[src/rtl/id_issue_controller.sv]
// Decode-stage issue controller: classifies the IF/ID instruction, drives the immediate SELECT
// code, registers it for EX, inserts one bubble per load-use hazard and counts bubbles.
module id_issue_controller #(
    parameter logic [31:0] NOP_WORD    = 32'h00000013,
    parameter int unsigned COUNT_WIDTH = 16
) (
    input  logic                   CLK,
    input  logic                   RESET,
    input  logic                   IN_VALID,
    input  logic [31:0]            IN_INSTRUCTION,
    input  logic [31:0]            IN_PC,
    output logic                   IN_READY,
    input  logic                   FLUSH,
    input  logic                   OUT_READY,
    output logic                   OUT_VALID,
    output logic [31:0]            OUT_INSTRUCTION,
    output logic [31:0]            OUT_PC,
    output logic [2:0]             IMM_SEL,
    output logic                   OUT_BUBBLE,
    output logic [COUNT_WIDTH-1:0] BUBBLE_COUNT
);

    localparam logic [6:0] OpLui    = 7'b0110111;
    localparam logic [6:0] OpAuipc  = 7'b0010111;
    localparam logic [6:0] OpJal    = 7'b1101111;
    localparam logic [6:0] OpJalr   = 7'b1100111;
    localparam logic [6:0] OpLoad   = 7'b0000011;
    localparam logic [6:0] OpImm    = 7'b0010011;
    localparam logic [6:0] OpSystem = 7'b1110011;
    localparam logic [6:0] OpBranch = 7'b1100011;
    localparam logic [6:0] OpStore  = 7'b0100011;
    localparam logic [6:0] OpReg    = 7'b0110011;

    localparam logic [2:0] SelU    = 3'b000;
    localparam logic [2:0] SelJ    = 3'b001;
    localparam logic [2:0] SelI    = 3'b010;
    localparam logic [2:0] SelB    = 3'b011;
    localparam logic [2:0] SelS    = 3'b100;
    localparam logic [2:0] SelNone = 3'b111;

    typedef enum logic [1:0] {StEmpty, StHold, StHoldLoad} state_e;

    state_e                 state_q, state_d;
    logic [31:0]            instr_q, instr_d;
    logic [31:0]            pc_q, pc_d;
    logic [2:0]             sel_q, sel_d;
    logic                   bubble_q, bubble_d;
    logic [COUNT_WIDTH-1:0] count_q, count_d;
    logic [4:0]             load_rd_q, load_rd_d;

    logic [6:0] opcode;
    logic [4:0] rd, rs1, rs2;
    logic [2:0] in_sel;
    logic       uses_rs1, uses_rs2;
    logic       slot_free, hazard, in_is_load;

    assign opcode = IN_INSTRUCTION[6:0];
    assign rd     = IN_INSTRUCTION[11:7];
    assign rs1    = IN_INSTRUCTION[19:15];
    assign rs2    = IN_INSTRUCTION[24:20];

    always_comb begin
        in_sel   = SelNone;
        uses_rs1 = 1'b0;
        uses_rs2 = 1'b0;
        case (opcode)
            OpLui, OpAuipc: in_sel = SelU;
            OpJal:          in_sel = SelJ;
            OpJalr, OpLoad, OpImm, OpSystem: begin
                in_sel   = SelI;
                uses_rs1 = 1'b1;
            end
            OpBranch: begin
                in_sel   = SelB;
                uses_rs1 = 1'b1;
                uses_rs2 = 1'b1;
            end
            OpStore: begin
                in_sel   = SelS;
                uses_rs1 = 1'b1;
                uses_rs2 = 1'b1;
            end
            OpReg: begin
                uses_rs1 = 1'b1;
                uses_rs2 = 1'b1;
            end
            default: ;
        endcase
    end

    assign in_is_load = (opcode == OpLoad) && (rd != 5'd0);
    assign slot_free  = (state_q == StEmpty) || OUT_READY;
    // load_rd_q is only meaningful in StHoldLoad, where it is never x0
    assign hazard     = IN_VALID && (state_q == StHoldLoad) && (load_rd_q != 5'd0) &&
                        ((uses_rs1 && (rs1 == load_rd_q)) || (uses_rs2 && (rs2 == load_rd_q)));
    assign IN_READY   = slot_free && !hazard && !FLUSH && !RESET;

    always_comb begin
        state_d   = state_q;
        instr_d   = instr_q;
        pc_d      = pc_q;
        sel_d     = sel_q;
        bubble_d  = bubble_q;
        count_d   = count_q;
        load_rd_d = load_rd_q;
        if (FLUSH) begin
            state_d = StEmpty;
        end else if (!slot_free) begin
            state_d = state_q;
        end else if (hazard) begin
            state_d  = StHold;
            instr_d  = NOP_WORD;
            pc_d     = IN_PC;
            sel_d    = SelI;
            bubble_d = 1'b1;
            if (!(&count_q)) begin
                count_d = count_q + {{(COUNT_WIDTH-1){1'b0}}, 1'b1};
            end
        end else if (IN_VALID) begin
            state_d   = in_is_load ? StHoldLoad : StHold;
            instr_d   = IN_INSTRUCTION;
            pc_d      = IN_PC;
            sel_d     = in_sel;
            bubble_d  = 1'b0;
            load_rd_d = rd;
        end else begin
            state_d = StEmpty;
        end
    end

    always_ff @(posedge CLK) begin
        if (RESET) begin
            state_q   <= StEmpty;
            instr_q   <= 32'd0;
            pc_q      <= 32'd0;
            sel_q     <= SelNone;
            bubble_q  <= 1'b0;
            count_q   <= '0;
            load_rd_q <= 5'd0;
        end else begin
            state_q   <= state_d;
            instr_q   <= instr_d;
            pc_q      <= pc_d;
            sel_q     <= sel_d;
            bubble_q  <= bubble_d;
            count_q   <= count_d;
            load_rd_q <= load_rd_d;
        end
    end

    assign OUT_VALID       = (state_q != StEmpty);
    assign OUT_INSTRUCTION = instr_q;
    assign OUT_PC          = pc_q;
    assign IMM_SEL         = sel_q;
    assign OUT_BUBBLE      = bubble_q;
    assign BUBBLE_COUNT    = count_q;

endmodule
[config.mk]
export PLATFORM = sky130hd
export DESIGN_NAME = id_issue_controller
export DESIGN_NICKNAME = d
export VERILOG_FILES = /design/src/rtl/id_issue_controller.sv
export SDC_FILE = /design/constraint.sdc
export NUM_CORES = 1
export LEC_CHECK = 0
export CAP_MARGIN = 20
export CELL_PAD_IN_SITES_DETAIL_PLACEMENT = 1
export CELL_PAD_IN_SITES_GLOBAL_PLACEMENT = 1
export CORE_MARGIN = 5
export CORE_UTILIZATION = 31
export CTS_BUF_LIST = sky130_fd_sc_hd__clkbuf_4 sky130_fd_sc_hd__clkbuf_8 sky130_fd_sc_hd__clkbuf_16
export DETAILED_ROUTE_END_ITERATION = 10
export PLACE_DENSITY_LB_ADDON = 0.1
export SLEW_MARGIN = 25
export SYNTH_ARGS = -nofsm -noshare
export SYNTH_HDL_FRONTEND = slang
export SYNTH_SLANG_ARGS = --single-unit
[constraint.sdc]
create_clock -name CLK -period 2.73 [get_ports CLK]
set_input_delay 0.546 -clock CLK [delete_from_list [all_inputs] [get_ports CLK]]
set_output_delay 0.546 -clock CLK [all_outputs]
set_load 0.005 [all_outputs]
Word-level counts from Yosys, hierarchy flattened
Index checks and enable logic that the tools add are counted.
{ "word_totals": {"in_bits": 69, "ff_bits": 91} }
{ "classes": {"n_addsub": 1, "n_bitwise": 3, "eq_ne": 13, "n_mux": 14, "n_reduce_logical": 28} }
{ "ops": {"columns": ["operator", "count"], "rows": [
  ["2-to-1 mux 32 bit", 4],
  ["equality test 7 bit, second input constant", 4],
  ["equality test 7 x 6 -> 1 bit, second input constant", 3],
  ["adder 16 x 1 -> 16 bit, second input constant", 1],
  ["AND reduction 16 bit", 1],
  ["one-hot mux 3 bit (5 select lines)", 1],
  ["equality test 7 x 5 -> 1 bit, second input constant", 2],
  ["equality test 5 bit", 2],
  ["nonzero test 5 bit", 2],
  ["logical AND 1 bit", 9],
  ["AND reduction 4 bit", 2],
  ["equality test 7 x 2 -> 1 bit, second input constant", 1],
  ["OR reduction 7 bit", 1],
  ["2-to-1 mux 2 bit", 3],
  ["2-to-1 mux 3 bit", 2],
  ["2-to-1 mux 1 bit", 4],
  ["nonzero test 2 bit", 2],
  ["OR reduction 2 bit", 2],
  ["OR reduction 4 bit", 1],
  ["logical NOT 1 bit", 3],
  ["NOT 1 bit", 3],
  ["AND reduction 3 bit", 1],
  ["OR reduction 3 bit", 1],
  ["equality test 2 bit, second input constant", 1],
  ["2 further kinds", 3]
]} }

Logic depth before layout (Yosys ltp)
{ "logic_depth": {"ltp_word": 10, "ltp_mapped": 9} }

Worst setup path after synthesis
Ideal clock, no wire load.
{ "synth_timing": {"kind": "input to output", "startpoint": "in IN_INSTRUCTION[2]", "endpoint": "out IN_READY", "arrival_time_ps": 1699, "cell_stages": 6, "n_path_buf": 2, "path_slack_ps": 485, "path_cell_list": "clkbuf_1 > a211oi_2 > nor4b_4 > o21a_1 > buf_2 > nor4_1"} }
{ "synth_via": {"elab_chain_len": 10, "elab_cells_between_ends": 19, "cone_classes": "eq/ne: 7; mux: 2; reduce/logical: 10"} }
{ "synth_rtl": {"columns": ["item", "line", "text"], "rows": [
  ["from (decl)", "10", "input logic [31:0] IN_INSTRUCTION,"],
  ["equality test 7 x 2 -> 1 bit (tied with other cells)", "66", "case (opcode)"],
  ["OR reduction 7 bit (no line) / OR reduction 3 bit (equally long branches)", null, null],
  ["2-to-1 mux 1 bit", "66", null],
  ["logical AND 1 bit", "95", "((uses_rs1 && (rs1 == load_rd_q)) || (uses_rs2 && (rs2 == load_rd_q)));"],
  ["logical OR 1 bit (*)", "95", null],
  ["logical AND 1 bit (*)", "94", "assign hazard = IN_VALID && (state_q == StHoldLoad) && (load_rd_q != 5'd0) &&"],
  ["logical NOT 1 bit (*)", "96", "assign IN_READY = slot_free && !hazard && !FLUSH && !RESET;"],
  ["logical AND 1 bit (*) (3 in series)", "96", null],
  ["to (decl)", "12", "output logic IN_READY,"]
]} }
Mark *: on every way between the ends. The rest lies on a longest branch, timed or not.

Worst setup path after layout
{ "layout_timing": {"startpoint": "in IN_INSTRUCTION[15]", "endpoint": "out IN_READY"} }
{ "layout_via": {"elab_chain_len": 8} }
{ "layout_rtl": {"columns": ["item", "line"], "rows": [
  ["equality test 5 bit", "95"],
  ["logical AND 1 bit", "95"],
  ["logical OR 1 bit", "95"],
  ["logical AND 1 bit", "94"],
  ["logical NOT 1 bit", "96"],
  ["logical AND 1 bit (3 in series)", "96"]
]} }
Every way passes these cells.

==> reports/summary.md <==
• **result of the run** completed
• **Largest stage delay, worst path** 0.51 ns
• **transition time of the tightest slew-check pin** 0.772 ns
• **Avg Synthesized Cell Area** 8.07 um2
• **setup clock skew after layout** 0.00601 ns
• **# hold bufs at CTS** 0
• **overall track demand over capacity in global routing** 18.1%
• **Max H-tree Level** 3
• **clk sink count** 91
• **max-slew violation count** 0
• **Power per Cell Area** 511 nW/um2
• **grt total ovfl** 0
• **Synth Register Bits** 91
• **count of nets left with antenna violations after detail routing** 0
• **Final min period** 2.66 ns
• **last weighted congestion value of the routability-driven placer** 0.766
• **minimum hold slack** 0.448 ns
• **setup-violating endpoint count in the final report** 0
• **cell chosen for the clock root** sky130_fd_sc_hd__clkbuf_16
• **Die Height** 122 um
• **number of instances in the placed design** 801
• **largest net degree at the start of global routing** 94
• **Cell Chain, Critical Path** clkdlybuf4s50_1 > xnor2_1 > nand3_1 > nor3_4 > o21a_1 > nor4_4 > dlygate4sd2_1
• **area fraction of the dominant cell type after synthesis** 47.0%
• **overall power of the completed layout** 3.15 mW
• **number of diodes added for antenna fixing** 0
• **most common cell in the netlist** sky130_fd_sc_hd__nand2_1
• **via count of the first global-routing pass** 4278
• **fraction of registers with async set or reset after synthesis** 0%
• **cell count after synthesis** 481
• **max-capacitance violation count** 0
• **boundary pin count** 155
• **number of cells in the finished layout apart from fillers** 821
• **Hold Path Cell Cnt** 2
• **Post-synth EDFFs** 0
• **std cell rows** 40
• **clock tree from TritonCTS** done
• **drt initial violations** 181
• **sequential area share after synthesis** 47.0%
• **total clock buffers created by CTS** 9
• **Most used DFF post-synth** sky130_fd_sc_hd__dfxtp_1
• **Worst setup SP type** primary input
• **Starting Density** 31.9%
• **Crit path required time** 2.18 ns
• **fill cell total of the finished layout** 1454
• **largest cells by area after synthesis** sky130_fd_sc_hd__dfxtp_1 (47%), sky130_fd_sc_hd__a21oi_1 (11%), sky130_fd_sc_hd__nand2_1 (11%), sky130_fd_sc_hd__nand3_1 (4.9%), sky130_fd_sc_hd__clkbuf_1 (2.2%)
• **post-detailed-placement half-perimeter wirelength** 9970 um
• **total number of yosys warnings** 0
• **number of iterations in the first detailed-routing pass** 4
• **largest buffer count on any clock path** 2
• **final hold violations** 0
• **DP Worst Slack** -0.368 ns
• **Post-Route WL** 13600 um
• **buffers added on ports** 154
• **area of the mapped netlist** 3880 um2
• **count of different cell masters after synthesis** 54
• **clock latency of the later-clocked register in the worst-skew pair** 0.35 ns
• **die area** 14900 um2
• **total vias in the final route** 4076
• **CTS clock-pin slew for the worst setup and hold paths** 0.06 ns
• **max_slew headroom** 48.2%
• **count of unresolved DRC violations after routing** 0
• **Data arrival, critical path** 2.12 ns
• **fraction of final layout cells with drive strength greater than 1** 11.8%
• **Reg2Reg Depth** 8
• **antenna violations before repair** 0
• **area added between synthesis and finish** 58.9%
• **post-synth top area cell** sky130_fd_sc_hd__dfxtp_1
• **Post-synth top cells** sky130_fd_sc_hd__nand2_1 (114), sky130_fd_sc_hd__dfxtp_1 (91), sky130_fd_sc_hd__a21oi_1 (87)
• **post-synthesis net count** 551
• **standard cell with the maximum stage delay on the critical path** sky130_fd_sc_hd__clkdlybuf4s50_1
• **worst-case vdd ir drop** 415 uV
• **vias per cell** 4.96
• **die width** 122 um
• **endpoint type of the worst setup path** output port
• **Core Footprint** 12200 um2
• **static leakage** 2.22 nW
• **detailed-route wire length per cell** 16.5 um
• **Tightest Hold Check Type** reg2reg
• **min setup slack post-route** 0.0654 ns
• **final clock period utilization by the worst path** 97.6%
• **Total Nets Final** 718
• **biggest fanout along the worst timing path** 2
• **first-pass GRT wire length** 21300 um
• **Max Clk Rate** 375 MHz
• **category of the critical setup timing path** in2out
==> where the power goes <==
part           internal (mW)  switching [mW]  leakage (nW)  total [mW]
clock network          0.805           0.506         0.159        1.31
registers               1.38          0.0264         0.742        1.40
logic                  0.246           0.192          1.32       0.438
==> timing repair <==
| item | in CTS | in global routing |
|---|---|---|
| setup endpoints to repair | 1 | 1 |
| resized for setup | 8 | 11 |
| pin swaps | 3 | 3 |
| setup buffers | 3 | 0 |
==> placed cells by master (no fill, tap or decap), types with 3 or more instances in the layout <==
| master | Yosys | routed |
|---|---|---|
| sky130_fd_sc_hd__buf_4 | 4 | 37 |
| sky130_fd_sc_hd__a21oi_1 | 87 | 87 |
| sky130_fd_sc_hd__nor2b_1 | 5 | 5 |
| sky130_fd_sc_hd__o21ai_0 | 13 | 13 |
| sky130_fd_sc_hd__xor2_1 | 3 | 3 |
| sky130_fd_sc_hd__xnor2_1 | 9 | 7 |
| sky130_fd_sc_hd__dfxtp_1 | 91 | 91 |
| sky130_fd_sc_hd__nor2_1 | 13 | 12 |
| sky130_fd_sc_hd__clkinv_2 | 0 | 4 |
| sky130_fd_sc_hd__nand2_1 | 114 | 112 |
| sky130_fd_sc_hd__clkbuf_16 | 0 | 9 |
| sky130_fd_sc_hd__dlymetal6s2s_1 | 0 | 6 |
| sky130_fd_sc_hd__clkdlybuf4s50_1 | 0 | 142 |
| sky130_fd_sc_hd__dlygate4sd2_1 | 0 | 5 |
| sky130_fd_sc_hd__or4_1 | 10 | 10 |
| sky130_fd_sc_hd__nand3b_1 | 3 | 3 |
| sky130_fd_sc_hd__nor3_1 | 3 | 3 |
| sky130_fd_sc_hd__buf_12 | 0 | 3 |
| sky130_fd_sc_hd__o31ai_1 | 9 | 8 |
| sky130_fd_sc_hd__nand3_1 | 38 | 37 |
| sky130_fd_sc_hd__inv_1 | 3 | 3 |
| sky130_fd_sc_hd__or3_1 | 4 | 4 |
==> final cells by class <==
class / count / area (um2) / area share [%]
Sequential cell: 91 / 1820 / 29.5
Multi-Input combinational cell: 350 / 1930 / 31.3
Tap cell: 168 / 210 / 3.41
Inverter: 3 / 11.3 / 0.183
Timing Repair Buffer: 193 / 1880 / 30.5
Clock inverter: 6 / 80.1 / 1.30
Clock buffer: 10 / 233 / 3.77
==> critical path: cells and delay by family <==
family,cells,cell delay (ns)
compound gates,1,0.20
buf+inv,2,0.78
xor+xnor,1,0.14
simple gates,3,0.45
==> path summary, 6_finish.rpt <==
check	start	endpoint	slack, ns
setup reg to reg	load_rd_q[1]	BUBBLE_COUNT[13]	0.40
hold reg to reg	OUT_INSTRUCTION[12]	OUT_INSTRUCTION[12]	0.45
setup / recovery	IN_INSTRUCTION[15]	IN_READY	0.07
hold / removal	OUT_INSTRUCTION[12]	OUT_INSTRUCTION[12]	0.45
==> metal layers <==
layer	track usage (%)	part of all wire, %
met5	0	0
met1	20.3	40
met2	32.3	52
met3	6.45	6.7
met4	4.69	1.1
==> state kept, by name (all words and copies together) (netlist names) <==
| name | flops |
|---|---|
| OUT_PC | 32 |
| OUT_INSTRUCTION | 32 |
| BUBBLE_COUNT | 16 |
| load_rd_q | 5 |
| OUT_BUBBLE | 1 |
| state_q | 2 |
| IMM_SEL | 3 |
==> stage by stage <==
step                      setup TNS [ns]  instance area (um2)  util, %
after floorplan                        0                 3880        -
after global placement             -1.03                 5750     47.3
after detailed placement           -1.94                 5760     47.3
after CTS                              0                 6100     50.2
after global routing             -0.0171                 6170     50.7
final                                  0                 6170     50.7
==> cells by family after synthesis <==
| logic type | count (synthesis) | synth area share (%) |
|---|---|---|
| adder cells (fa/ha/maj) | 1 | 0.322 |
| flip-flops | 91 | 47.0 |
| multiplexers | 3 | 0.838 |
| AND/OR/NAND/NOR | 211 | 26.4 |
| AO/OA/AOI/OAI | 123 | 17.9 |
| XOR/XNOR | 12 | 2.71 |
| buffers and inverters | 40 | 4.84 |
Note: power is estimated with default switching activity, not from simulation.
